`config.mk`:
```
export PLATFORM = sky130hd
export DESIGN_NAME = hazard_ctrl_flat
export DESIGN_NICKNAME = d
export VERILOG_FILES = /design/src/rtl/hazard_ctrl_if.sv /design/src/rtl/hazard_ctrl.sv /design/src/flat_wrapper.sv
export SDC_FILE = /design/constraint.sdc
export NUM_CORES = 1
export LEC_CHECK = 0
export BUFFER_PORTS_ARGS = -buffer_cell sky130_fd_sc_hd__buf_4
export CAP_MARGIN = 20
export CORE_UTILIZATION = 52
export DETAILED_ROUTE_END_ITERATION = 8
export PLACE_DENSITY = 0.8
export SYNTH_ARGS = -nofsm -noshare
export SYNTH_HDL_FRONTEND = slang
export SYNTH_SLANG_ARGS = --single-unit
```
`constraint.sdc`:
```
create_clock -name clk -period 2.8 [get_ports clk]
set_input_delay 0.14 -clock clk [delete_from_list [all_inputs] [get_ports clk]]
set_output_delay 0.14 -clock clk [all_outputs]
set_load 0.05 [all_outputs]
```
`src/rtl/hazard_ctrl_if.sv`:
```
// Hazard-control bundle between the pipeline datapath (master) and hazard_ctrl (slave).
// Carries hazard sources in one direction and latch controls plus status in the other.
interface hazard_ctrl_if #(
    parameter int CNT_W = 16
);
    logic             idex_memread;
    logic [4:0]       idex_rt;
    logic [4:0]       ifid_rs;
    logic [4:0]       ifid_rt;
    logic             ifid_uses_rt;
    logic             ex_branch_taken;
    logic             ex_jump;
    logic             mem_req;
    logic             mem_ready;

    logic             pc_write;
    logic             ifid_write;
    logic             idex_write;
    logic             exmem_write;
    logic             ifid_flush;
    logic             idex_flush;
    logic             exmem_flush;
    logic             memwb_flush;
    logic [CNT_W-1:0] stall_cycles;
    logic [CNT_W-1:0] flush_events;
    logic             mem_err;
    logic [1:0]       ctrl_state;

    modport master (
        output idex_memread, idex_rt, ifid_rs, ifid_rt, ifid_uses_rt,
               ex_branch_taken, ex_jump, mem_req, mem_ready,
        input  pc_write, ifid_write, idex_write, exmem_write,
               ifid_flush, idex_flush, exmem_flush, memwb_flush,
               stall_cycles, flush_events, mem_err, ctrl_state
    );

    modport slave (
        input  idex_memread, idex_rt, ifid_rs, ifid_rt, ifid_uses_rt,
               ex_branch_taken, ex_jump, mem_req, mem_ready,
        output pc_write, ifid_write, idex_write, exmem_write,
               ifid_flush, idex_flush, exmem_flush, memwb_flush,
               stall_cycles, flush_events, mem_err, ctrl_state
    );
endinterface

```
`src/rtl/hazard_ctrl.sv`:
```
// 5-stage pipeline hazard controller: load-use stall, branch/jump squash, memory freeze,
// post-reset purge, memory-wait timeout and saturating performance counters.
module hazard_ctrl #(
    parameter int INIT_CYCLES = 4,
    parameter int TIMEOUT     = 64,
    parameter int CNT_W       = 16
) (
    input  logic         clk,
    input  logic         rst_n,
    hazard_ctrl_if.slave hz
);
    localparam int INIT_W = $clog2(INIT_CYCLES + 1);
    localparam int WAIT_W = $clog2(TIMEOUT + 1);

    typedef enum logic [1:0] {
        ST_INIT     = 2'd0,
        ST_RUN      = 2'd1,
        ST_MEM_WAIT = 2'd2,
        ST_ERROR    = 2'd3
    } state_t;

    state_t             state_reg, state_next;
    logic [INIT_W-1:0]  init_cnt_reg, init_cnt_next;
    logic [WAIT_W-1:0]  wait_cnt_reg, wait_cnt_next;
    logic [CNT_W-1:0]   stall_reg, flush_reg;
    logic               err_reg, err_next;
    logic               stall_inc, redirect_apply;

    logic mem_wait, redirect, load_use;

    assign mem_wait = hz.mem_req & ~hz.mem_ready;
    assign redirect = hz.ex_branch_taken | hz.ex_jump;
    assign load_use = hz.idex_memread && (hz.idex_rt != 5'd0) &&
                      ((hz.idex_rt == hz.ifid_rs) ||
                       (hz.ifid_uses_rt && (hz.idex_rt == hz.ifid_rt)));

    always_ff @(posedge clk or negedge rst_n) begin
        if (!rst_n) begin
            state_reg    <= ST_INIT;
            init_cnt_reg <= '0;
            wait_cnt_reg <= '0;
            err_reg      <= 1'b0;
            stall_reg    <= '0;
            flush_reg    <= '0;
        end else begin
            state_reg    <= state_next;
            init_cnt_reg <= init_cnt_next;
            wait_cnt_reg <= wait_cnt_next;
            err_reg      <= err_next;
            if (stall_inc && (stall_reg != {CNT_W{1'b1}}))
                stall_reg <= stall_reg + 1'b1;
            if (redirect_apply && (flush_reg != {CNT_W{1'b1}}))
                flush_reg <= flush_reg + 1'b1;
        end
    end

    always_comb begin
        state_next     = state_reg;
        init_cnt_next  = init_cnt_reg;
        wait_cnt_next  = wait_cnt_reg;
        err_next       = err_reg;
        stall_inc      = 1'b0;
        redirect_apply = 1'b0;
        // INIT and ERROR purge every latch and hold the front end.
        hz.pc_write    = 1'b0;
        hz.ifid_write  = 1'b0;
        hz.idex_write  = 1'b0;
        hz.exmem_write = 1'b0;
        hz.ifid_flush  = 1'b1;
        hz.idex_flush  = 1'b1;
        hz.exmem_flush = 1'b1;
        hz.memwb_flush = 1'b1;

        case (state_reg)
            ST_INIT: begin
                if (init_cnt_reg == INIT_W'(INIT_CYCLES - 1)) begin
                    state_next    = ST_RUN;
                    init_cnt_next = '0;
                end else begin
                    init_cnt_next = init_cnt_reg + 1'b1;
                end
            end
            ST_RUN, ST_MEM_WAIT: begin
                hz.ifid_flush  = 1'b0;
                hz.idex_flush  = 1'b0;
                hz.exmem_flush = 1'b0;
                hz.memwb_flush = 1'b0;
                if (mem_wait) begin
                    // Freeze everything up to EX/MEM; MEM/WB takes a bubble.
                    hz.memwb_flush = 1'b1;
                    stall_inc      = 1'b1;
                    if (state_reg == ST_RUN) begin
                        state_next    = ST_MEM_WAIT;
                        wait_cnt_next = WAIT_W'(1);
                    end else if (wait_cnt_reg == WAIT_W'(TIMEOUT - 1)) begin
                        state_next = ST_ERROR;
                        err_next   = 1'b1;
                    end else begin
                        wait_cnt_next = wait_cnt_reg + 1'b1;
                    end
                end else begin
                    state_next     = ST_RUN;
                    wait_cnt_next  = '0;
                    hz.pc_write    = 1'b1;
                    hz.ifid_write  = 1'b1;
                    hz.idex_write  = 1'b1;
                    hz.exmem_write = 1'b1;
                    if (redirect) begin
                        hz.ifid_flush  = 1'b1;
                        hz.idex_flush  = 1'b1;
                        redirect_apply = 1'b1;
                    end else if (load_use) begin
                        hz.pc_write   = 1'b0;
                        hz.ifid_write = 1'b0;
                        hz.idex_flush = 1'b1;
                        stall_inc     = 1'b1;
                    end
                end
            end
            default: ; // ST_ERROR: held until reset
        endcase
    end

    assign hz.stall_cycles = stall_reg;
    assign hz.flush_events = flush_reg;
    assign hz.mem_err      = err_reg;
    assign hz.ctrl_state   = state_reg;
endmodule

```
`src/flat_wrapper.sv`:
```
// flat-port wrapper written by rule: the top's interface ports become plain ports
module hazard_ctrl_flat 
#(
    parameter int INIT_CYCLES = 4,
    parameter int TIMEOUT     = 64,
    parameter int CNT_W       = 16
)
  (clk, rst_n, hz_idex_memread, hz_idex_rt, hz_ifid_rs, hz_ifid_rt, hz_ifid_uses_rt, hz_ex_branch_taken, hz_ex_jump, hz_mem_req, hz_mem_ready, hz_pc_write, hz_ifid_write, hz_idex_write, hz_exmem_write, hz_ifid_flush, hz_idex_flush, hz_exmem_flush, hz_memwb_flush, hz_stall_cycles, hz_flush_events, hz_mem_err, hz_ctrl_state);
  hazard_ctrl_if #(.CNT_W(CNT_W)) hz_i ();
  input  logic clk;
  input  logic rst_n;
  input wire logic [$bits(hz_i.idex_memread)-1:0] hz_idex_memread;
  input wire logic [$bits(hz_i.idex_rt)-1:0] hz_idex_rt;
  input wire logic [$bits(hz_i.ifid_rs)-1:0] hz_ifid_rs;
  input wire logic [$bits(hz_i.ifid_rt)-1:0] hz_ifid_rt;
  input wire logic [$bits(hz_i.ifid_uses_rt)-1:0] hz_ifid_uses_rt;
  input wire logic [$bits(hz_i.ex_branch_taken)-1:0] hz_ex_branch_taken;
  input wire logic [$bits(hz_i.ex_jump)-1:0] hz_ex_jump;
  input wire logic [$bits(hz_i.mem_req)-1:0] hz_mem_req;
  input wire logic [$bits(hz_i.mem_ready)-1:0] hz_mem_ready;
  output wire logic [$bits(hz_i.pc_write)-1:0] hz_pc_write;
  output wire logic [$bits(hz_i.ifid_write)-1:0] hz_ifid_write;
  output wire logic [$bits(hz_i.idex_write)-1:0] hz_idex_write;
  output wire logic [$bits(hz_i.exmem_write)-1:0] hz_exmem_write;
  output wire logic [$bits(hz_i.ifid_flush)-1:0] hz_ifid_flush;
  output wire logic [$bits(hz_i.idex_flush)-1:0] hz_idex_flush;
  output wire logic [$bits(hz_i.exmem_flush)-1:0] hz_exmem_flush;
  output wire logic [$bits(hz_i.memwb_flush)-1:0] hz_memwb_flush;
  output wire logic [$bits(hz_i.stall_cycles)-1:0] hz_stall_cycles;
  output wire logic [$bits(hz_i.flush_events)-1:0] hz_flush_events;
  output wire logic [$bits(hz_i.mem_err)-1:0] hz_mem_err;
  output wire logic [$bits(hz_i.ctrl_state)-1:0] hz_ctrl_state;
  assign hz_i.idex_memread = hz_idex_memread;
  assign hz_i.idex_rt = hz_idex_rt;
  assign hz_i.ifid_rs = hz_ifid_rs;
  assign hz_i.ifid_rt = hz_ifid_rt;
  assign hz_i.ifid_uses_rt = hz_ifid_uses_rt;
  assign hz_i.ex_branch_taken = hz_ex_branch_taken;
  assign hz_i.ex_jump = hz_ex_jump;
  assign hz_i.mem_req = hz_mem_req;
  assign hz_i.mem_ready = hz_mem_ready;
  assign hz_pc_write = hz_i.pc_write;
  assign hz_ifid_write = hz_i.ifid_write;
  assign hz_idex_write = hz_i.idex_write;
  assign hz_exmem_write = hz_i.exmem_write;
  assign hz_ifid_flush = hz_i.ifid_flush;
  assign hz_idex_flush = hz_i.idex_flush;
  assign hz_exmem_flush = hz_i.exmem_flush;
  assign hz_memwb_flush = hz_i.memwb_flush;
  assign hz_stall_cycles = hz_i.stall_cycles;
  assign hz_flush_events = hz_i.flush_events;
  assign hz_mem_err = hz_i.mem_err;
  assign hz_ctrl_state = hz_i.ctrl_state;
  hazard_ctrl #(.INIT_CYCLES(INIT_CYCLES), .TIMEOUT(TIMEOUT), .CNT_W(CNT_W)) u_core (.clk(clk), .rst_n(rst_n), .hz(hz_i));
endmodule
```
Word-level counts from Yosys, hierarchy flattened
Cells that the tools add are included.
W data, S select, Z words.

word-level totals
  word-level logic and storage cells = 67
  flip-flop bits (word level) = 45
  output and inout bits = 43
  input bits = 23

operators by class
  reduce and logical (&&, ||, !) cells = 13
  mux-type cells = 29
  bitwise operators = 4
  equal/unequal tests = 11
  $add $sub $neg = 4

operator list
  kind                     number
  $add A16 B1 Y16 const B  2
  $ne A16 B16 Y1 const B   2
  $mux W7                  3
  $mux W1                  20
  $eq A5 B5 Y1             2
  $mux W2                  4
  $add A7 B1 Y7 const B    1
  $eq A7 B6 Y1 const B     1
  $logic_and A1 B1 Y1      5
  $reduce_bool A5 Y1       1
  $ne A4 B4 Y1 const B     1
  $pmux W2 S2              1
  $reduce_and A4 Y1        1
  $add A3 B1 Y3 const B    1
  $eq A3 B2 Y1 const B     1
  $mux W3                  1
  $ne A3 B3 Y1 const B     1
  $reduce_and A3 Y1        1
  $eq A2 B1 Y1 const B     1
  $eq A2 B2 Y1 const B     1
  $logic_not A2 Y1         1
  $ne A2 B1 Y1 const B     1
  $not A1 Y1               2
  $reduce_and A2 Y1        1
  other kinds (5)          5

Depth between registers and ports, before layout
Gate-level depths: netlist of the first run.

  depth after elaboration = 9
  mapped depth = 8
  depth with buffers taken out = 8

Least setup slack after synthesis of the first run
No wires, ideal clock.

  path kind = register to output
  start = reg u_core.state_reg[0], in the netlist u_core.hz.ctrl_state[0]
  end = out hz_pc_write
  path buffers = 1
  data arrival time = 2.806 ns
  required time = 2.660 ns
  slack = -0.146 ns
  cell stages (with the launch flop) = 6
  path through = dfrtp_1 inv_1 ha_1 nand2_1 a21oi_1 buf_4

between the ends
  longest elaborated chain between the ends = 3
  elaborated cells on any way between the ends = 4
  classes of those cells = eq/ne: 2; mux: 1; reduce/logical: 1

RTL lines
  item                                          line                source
  start: declaration                            hazard_ctrl.sv:22   state_t state_reg, state_next;
  start signal: assignment                      hazard_ctrl.sv:46   state_reg <= state_next;
  $eq A2 B2 Y1 or $eq A2 B1 Y1 (tied branches)  n/a
  $reduce_or A2 Y1 *                            n/a
  $mux W1 *                                     n/a
  end: declaration                              flat_wrapper.sv:21  output wire logic [$bits(hz_i.pc_write)-1:0] hz_pc_write;

Every way passes the cells marked *; elsewhere a longest branch is shown, timed or not.

Final worst setup path of the first run
  start = reg u_core.state_reg[1], in the netlist u_core.hz.ctrl_state[1]
  end = reg u_core.flush_reg[10], in the netlist u_core.hz.flush_events[10]

between the ends
  longest elaborated chain between the ends = 4
  elaborated cells on any way between the ends = 5
  classes of those cells = eq/ne: 2; mux: 1; reduce/logical: 2

RTL lines
  item                                          line               source
  $eq A2 B2 Y1 or $eq A2 B1 Y1 (tied branches)  hazard_ctrl.sv:74  case (state_reg)
  $reduce_or A2 Y1 *                            hazard_ctrl.sv:74
  $mux W1 *                                     hazard_ctrl.sv:74
  $logic_and A1 B1 Y1 *                         hazard_ctrl.sv:52  if (redirect_apply && (flush_reg != {CNT_W{1'b1}}))
  end signal: assignment                        hazard_ctrl.sv:53  flush_reg <= flush_reg + 1'b1;
  end: declaration                              hazard_ctrl.sv:25  logic [CNT_W-1:0] stall_reg, flush_reg;

Marked as above.
A chain may end at the register's enable or synchronous reset.

==> flow_summary.toml, run 1 <==
[setup_path]
path_cells = "inv_1, ha_1, inv_2, or3_1, a211o_1, or3_1, nor2_1, xor2_1"
cp_max_fo = 7
worst_setup_path_end_kind = "register"
crit_type = "register to register"
start_kind = "register"
crit_arrival_ns = 2.72
required_ns = 3.03
max_stage_delay_ns = 0.42
cp_common_cell = "or3_1"
critPathSlowestCell = "dfrtp_1"

[pwr]
power.internal_w = 0.00140
swShare = 0.477
ir_drop_v = 0.000655
cellLeakagePower_nw = 1.44
p_sw_w = 0.00127
combPwrFrac = 0.498
power_frac_clock = 0.153
power.total_w = 0.00267
power.density_mw_per_mm2 = 892
p_seq_frac = 0.350

[finish]
multi_input_area_mm2 = 0.00115
layout.nets = 334
syn_to_final_growth_pct = 27.6
fillers = 348
drive_gt1_frac = 0.264
antennaDiodeCount = 0
register_area_mm2 = 0.00113

[yosys]
synth_area_per_cell_um2 = 10.2
ys_seq_elements = 45
synth_area_mm2 = 0.00234
yosysUniqueCellTypes = 36
synth_top_area_share = 0.480
yosysTopAreaCell = "dfrtp_1"
seq_area_frac_synth = 0.480
synth-warning-count = 0
synth_edf_count = 0
synth_area_leaders = "dfrtp_1, xnor2_1, xor2_1"
async_flop_share = 1.00
synthTopCellsByCount = "dfrtp_1, xnor2_1, nand2_1, nor2_1"
yosysMostFrequentCell = "dfrtp_1"
syn_inst = 231
syn_nets = 262
synth-main-ff-cell = "dfrtp_1"

[worst_hold_path]
min_path_type = "input port to register"

[sta]
max_slew_margin = 0.494
fin_crit_sh = 0.888
setup_tns_ns = 0
fin_worst_skew_ns = 0.00623
finalCriticalPeriod_ns = 2.49
setup_viol = 0
finalHoldViolCount = 0
maxSlewViolCount = 0
tightest_slew_ns = 0.757
fmax_mhz = 402
rsz0062_at_grt = "false"
hold_slack_ns = 0.190

[detailed_routing]
ant_nets = 0
first_iter_violations = 163
vias = 1932
firstDrtPassIters = 4
vias_per_cell = 5.44
wire_per_inst_um = 14.2
drc = 0
wl_um = 5050

[cts]
root_buffer = "clkbuf_8"
cts_tree = "built"
path_clk_slew_ns = 0.08
cts_buffers = 5
clkSinkCount = 45
clock_path_buffers = 2
post_cts_resized = 0
insertion_delay_ns = 0.30
cts_max_level = 2

[grt]
track_usage = 0.228
grt_antenna_before_repair = 0
overflow = 0
grt_pass1_wl_um = 8630
grt_max_degree = 46
grt_pass1_vias = 1855

[placed_design]
io_buffers = 65
dp_hpwl_um = 3730
place_congestion = 0.817

[die]
die_x_um = 69.2
die_h_um = 69.2
io_pins = 66
start_util = 0.539
rows = 24
core_mm2 = 0.00435
fp.dieArea_mm2 = 0.00478

[flow_run]
cap_violations = 0

[run_status]
status = "finished, final reports clean"
==> final cells by class <==
class,count,share of cell area
clock buffer,7,0.0288
inverter,13,0.0163
multi-input combinational,169,0.383
sequential,45,0.376
tap,52,0.0217
timing repair buffer,69,0.174
==> cells by family (layout without fill, tap and decap cells) <==
logic type,after synthesis,count (layout),share of synthesized area
AND/OR/NAND/NOR,90,90,0.199
adder cells (fa/ha/maj),8,8,0.0427
buffers and inverters,17,89,0.0325
XOR/XNOR,41,41,0.153
flip-flops,45,45,0.480
AO/OA/AOI/OAI,27,27,0.0790
multiplexers,3,3,0.0139
==> critical path, delay by kind of cell, from the launching register on <==
kind                     cells  cell delay, ns
AND/OR/NAND/NOR              3            0.92
buffers and inverters        2            0.17
flip-flops                   1            0.42
AO/OA/AOI/OAI                1            0.33
adder cells (fa/ha/maj)      1            0.40
XOR/XNOR                     1            0.17
==> power by group through the flow <==
stage	sequential (W)	clock [W]	combinational [W]
finish	0.000934	0.000408	0.00133
global route	0.000954	0.000447	0.00141
global placement	0.000940	0	0.00131
CTS	0.000933	0.000419	0.00133
detailed placement	0.000944	0	0.00133
floorplan	0.00129	0	0.000575
==> final timing paths <==
kind / from / end / slack (ns) / depth (start not counted)
min reg2reg: u_core.init_cnt_reg[0] / u_core.init_cnt_reg[0] / 0.49 / 1
max: u_core.hz.ctrl_state[1] / u_core.hz.flush_events[10] / 0.31 / 8
min in group asynchronous: rst_n / u_core.wait_cnt_reg[4] / 0.36 / 2
min: hz_mem_ready / u_core.wait_cnt_reg[0] / 0.19 / 4
max reg2reg: u_core.hz.ctrl_state[1] / u_core.hz.flush_events[10] / 0.31 / 8
max in group asynchronous: rst_n / u_core.hz.stall_cycles[13] / 2.05 / 2
==> routing by layer <==
metal  GRT usage  wire, um
met1       0.297      2230
met2       0.354      2490
met3      0.0687       243
met4      0.0930        83
met5           0         0
==> per-stage QoR <==
step            util  worst slack [ns]  cell area (um2)  instances
2_1_floorplan      -            0.0668             2350        231
3_3_place_gp   0.665             0.472             2900        347
3_5_place_dp   0.665             0.339             2900        347
4_1_cts        0.687             0.301             2990        355
5_1_grt        0.687             0.113             2990        355
6_report       0.687             0.312             2990        355
==> cell usage in the layout (no fill, tap or decap), types with 2 or more instances in the layout <==
cell type  Yosys  layout
a21boi_0       2       2
a31oi_1        2       2
and3_1        11      11
and4_1         2       2
buf_4          3      68
clkbuf_8       0       6
dfrtp_1       45      45
ha_1           8       8
inv_1         12      12
mux2_2         2       2
nand2_1       18      18
nand2b_1       2       2
nand3_1       15      15
nand3b_1       2       2
nand4_1       10      10
nor2_1        16      16
nor2b_1        3       3
nor3_1         5       5
o21ai_0       12      12
o31ai_1        3       3
or3_1          2       2
xnor2_1       26      26
xor2_1        15      15
==> repair_timing <==
action                                  in CTS  in global routing
endpoints found under the setup margin       0                  0
hold buffers                                 1                  0
setup buffers                                0                  0
endpoints found under the hold margin       45                  0
Power figures use the tool's default switching activity.
==> run 2, diff against run 1 <==
--- a/config.mk
+++ b/config.mk
@@ -7,9 +7,10 @@
 export LEC_CHECK = 0
 export BUFFER_PORTS_ARGS = -buffer_cell sky130_fd_sc_hd__buf_4
 export CAP_MARGIN = 20
-export CORE_UTILIZATION = 52
+export CORE_UTILIZATION = 54
+export CTS_BUF_LIST = sky130_fd_sc_hd__clkbuf_8
 export DETAILED_ROUTE_END_ITERATION = 8
-export PLACE_DENSITY = 0.8
+export PLACE_DENSITY = 0.82
 export SYNTH_ARGS = -nofsm -noshare
 export SYNTH_HDL_FRONTEND = slang
 export SYNTH_SLANG_ARGS = --single-unit
==> flow_summary.toml, run 2 (synthesized netlist as in run 1, its figures left out) <==
[cts]
insertion_delay_ns = 0.30
path_clk_slew_ns = 0.09
cts_tree = "built"
clock_path_buffers = 2
post_cts_resized = 0
cts_setup_buffers = 0
cts_hold_buf = 1
cts_max_level = 2
clkSinkCount = 45
root_buffer = "clkbuf_8"
cts_buffers = 5

[sta]
setup_tns_ns = 0
finalHoldViolCount = 0
tightest_slew_ns = 0.563
fmax_mhz = 403
fin_crit_sh = 0.887
rsz0062_at_grt = "false"
finalCriticalPeriod_ns = 2.48
setup_viol = 0
hold_slack_ns = 0.219
max_slew_margin = 0.624
fin_worst_skew_ns = 0.0110
maxSlewViolCount = 0

[detailed_routing]
vias = 1932
vias_per_cell = 5.46
drc = 0
wire_per_inst_um = 14.5
firstDrtPassIters = 4
first_iter_violations = 99
wl_um = 5140
ant_nets = 0

[flow_run]
cap_violations = 0

[pwr]
p_sw_w = 0.00129
ir_drop_v = 0.000726
swShare = 0.464
combPwrFrac = 0.477
power.internal_w = 0.00149
p_seq_frac = 0.337
power.density_mw_per_mm2 = 921
power_frac_clock = 0.186
cellLeakagePower_nw = 1.45

[setup_path]
crit_type = "register to register"
start_kind = "register"
max_stage_delay_ns = 0.41
crit_family = "simple AND/OR/NAND/NOR gates"
worst_setup_path_end_kind = "register"
crit_arrival_ns = 2.72
cp_num_buf_inv = 2
cp_common_cell = "or3_1"
required_ns = 3.03
cp_max_fo = 7
critPathSlowestCell = "dfrtp_1"
path_cells = "inv_1, ha_1, inv_2, or3_1, a211o_1, or3_1, nor2_1, xor2_1"

[run_status]
status = "finished, final reports clean"

[die]
die_x_um = 67.9
io_pins = 66
rows = 23
fp.dieArea_mm2 = 0.00461
core_mm2 = 0.00409
die_h_um = 67.9
start_util = 0.574

[grt]
track_usage = 0.246
grt_antenna_before_repair = 0
grt_pass1_wl_um = 8310
grt_max_degree = 46
grt_pass1_vias = 1793
overflow = 0

[placed_design]
dp_hpwl_um = 3740
place_congestion = 0.793
dp_cells = 345
io_buffers = 65

[worst_hold_path]
min_path_type = "input port to register"

[finish]
antennaDiodeCount = 0
drive_gt1_frac = 0.270
layout_common_cells = "buf_4, dfrtp_1, xnor2_1"
final_common_cell = "buf_4"
layout.nets = 334
syn_to_final_growth_pct = 29.0
fin_cells = 354
==> run 2: worst reg2reg max path, cell delays in order (launching register included) <==
cell and delay (ns):
dfrtp_1 0.41, inv_1 0.10, ha_1 0.40, inv_2 0.08, or3_1 0.41, a211o_1 0.35
or3_1 0.38, nor2_1 0.13, xor2_1 0.15
==> run 2: power by group through the flow <==
stage               clock network, W  registers, W  logic, W
floorplan                          0       0.00129  0.000575
global placement                   0      0.000941   0.00131
detailed placement                 0      0.000949   0.00133
CTS                         0.000519      0.000938   0.00134
global route                0.000548      0.000961   0.00143
finish                      0.000518      0.000937   0.00133
==> run 2: worst paths after layout <==
check	startpoint	to	slack, ns	cells after the start
max	u_core.hz.ctrl_state[0]	u_core.hz.flush_events[14]	0.32	8
min in group asynchronous	rst_n	u_core.hz.mem_err	0.38	2
min	hz_mem_ready	u_core.wait_cnt_reg[0]	0.22	4
max in group asynchronous	rst_n	u_core.hz.stall_cycles[3]	2.04	2
max reg2reg	u_core.hz.ctrl_state[0]	u_core.hz.flush_events[14]	0.32	8
min reg2reg	u_core.hz.mem_err	u_core.hz.mem_err	0.49	1
==> run 2: cell type report <==
class	count	area, um2
Timing Repair Buffer	69	520
Tap cell	50	62.6
Multi-Input combinational cell	169	1150
Inverter	13	48.8
Clock buffer	6	82.6
Fill cell	292	1060
Clock inverter	2	37.5
Sequential cell	45	1130
==> run 2: per-stage QoR <==
step / worst slack, ns / instance area, um2 / util / total power (W)
2_1_floorplan: 0.0668 / 2350 / - / 0.00187
3_3_place_gp: 0.452 / 2890 / 0.708 / 0.00225
3_5_place_dp: 0.327 / 2890 / 0.708 / 0.00228
4_1_cts: 0.302 / 3020 / 0.740 / 0.00280
5_1_grt: 0.135 / 3020 / 0.740 / 0.00293
6_report: 0.316 / 3020 / 0.740 / 0.00278
==> run 2: metal layers <==
| metal | GRT usage | wire, um |
|---|---|---|
| met1 | 0.326 | 2420 |
| met2 | 0.397 | 2460 |
| met3 | 0.0533 | 209 |
| met4 | 0.0885 | 52 |
| met5 | 0 | 0 |
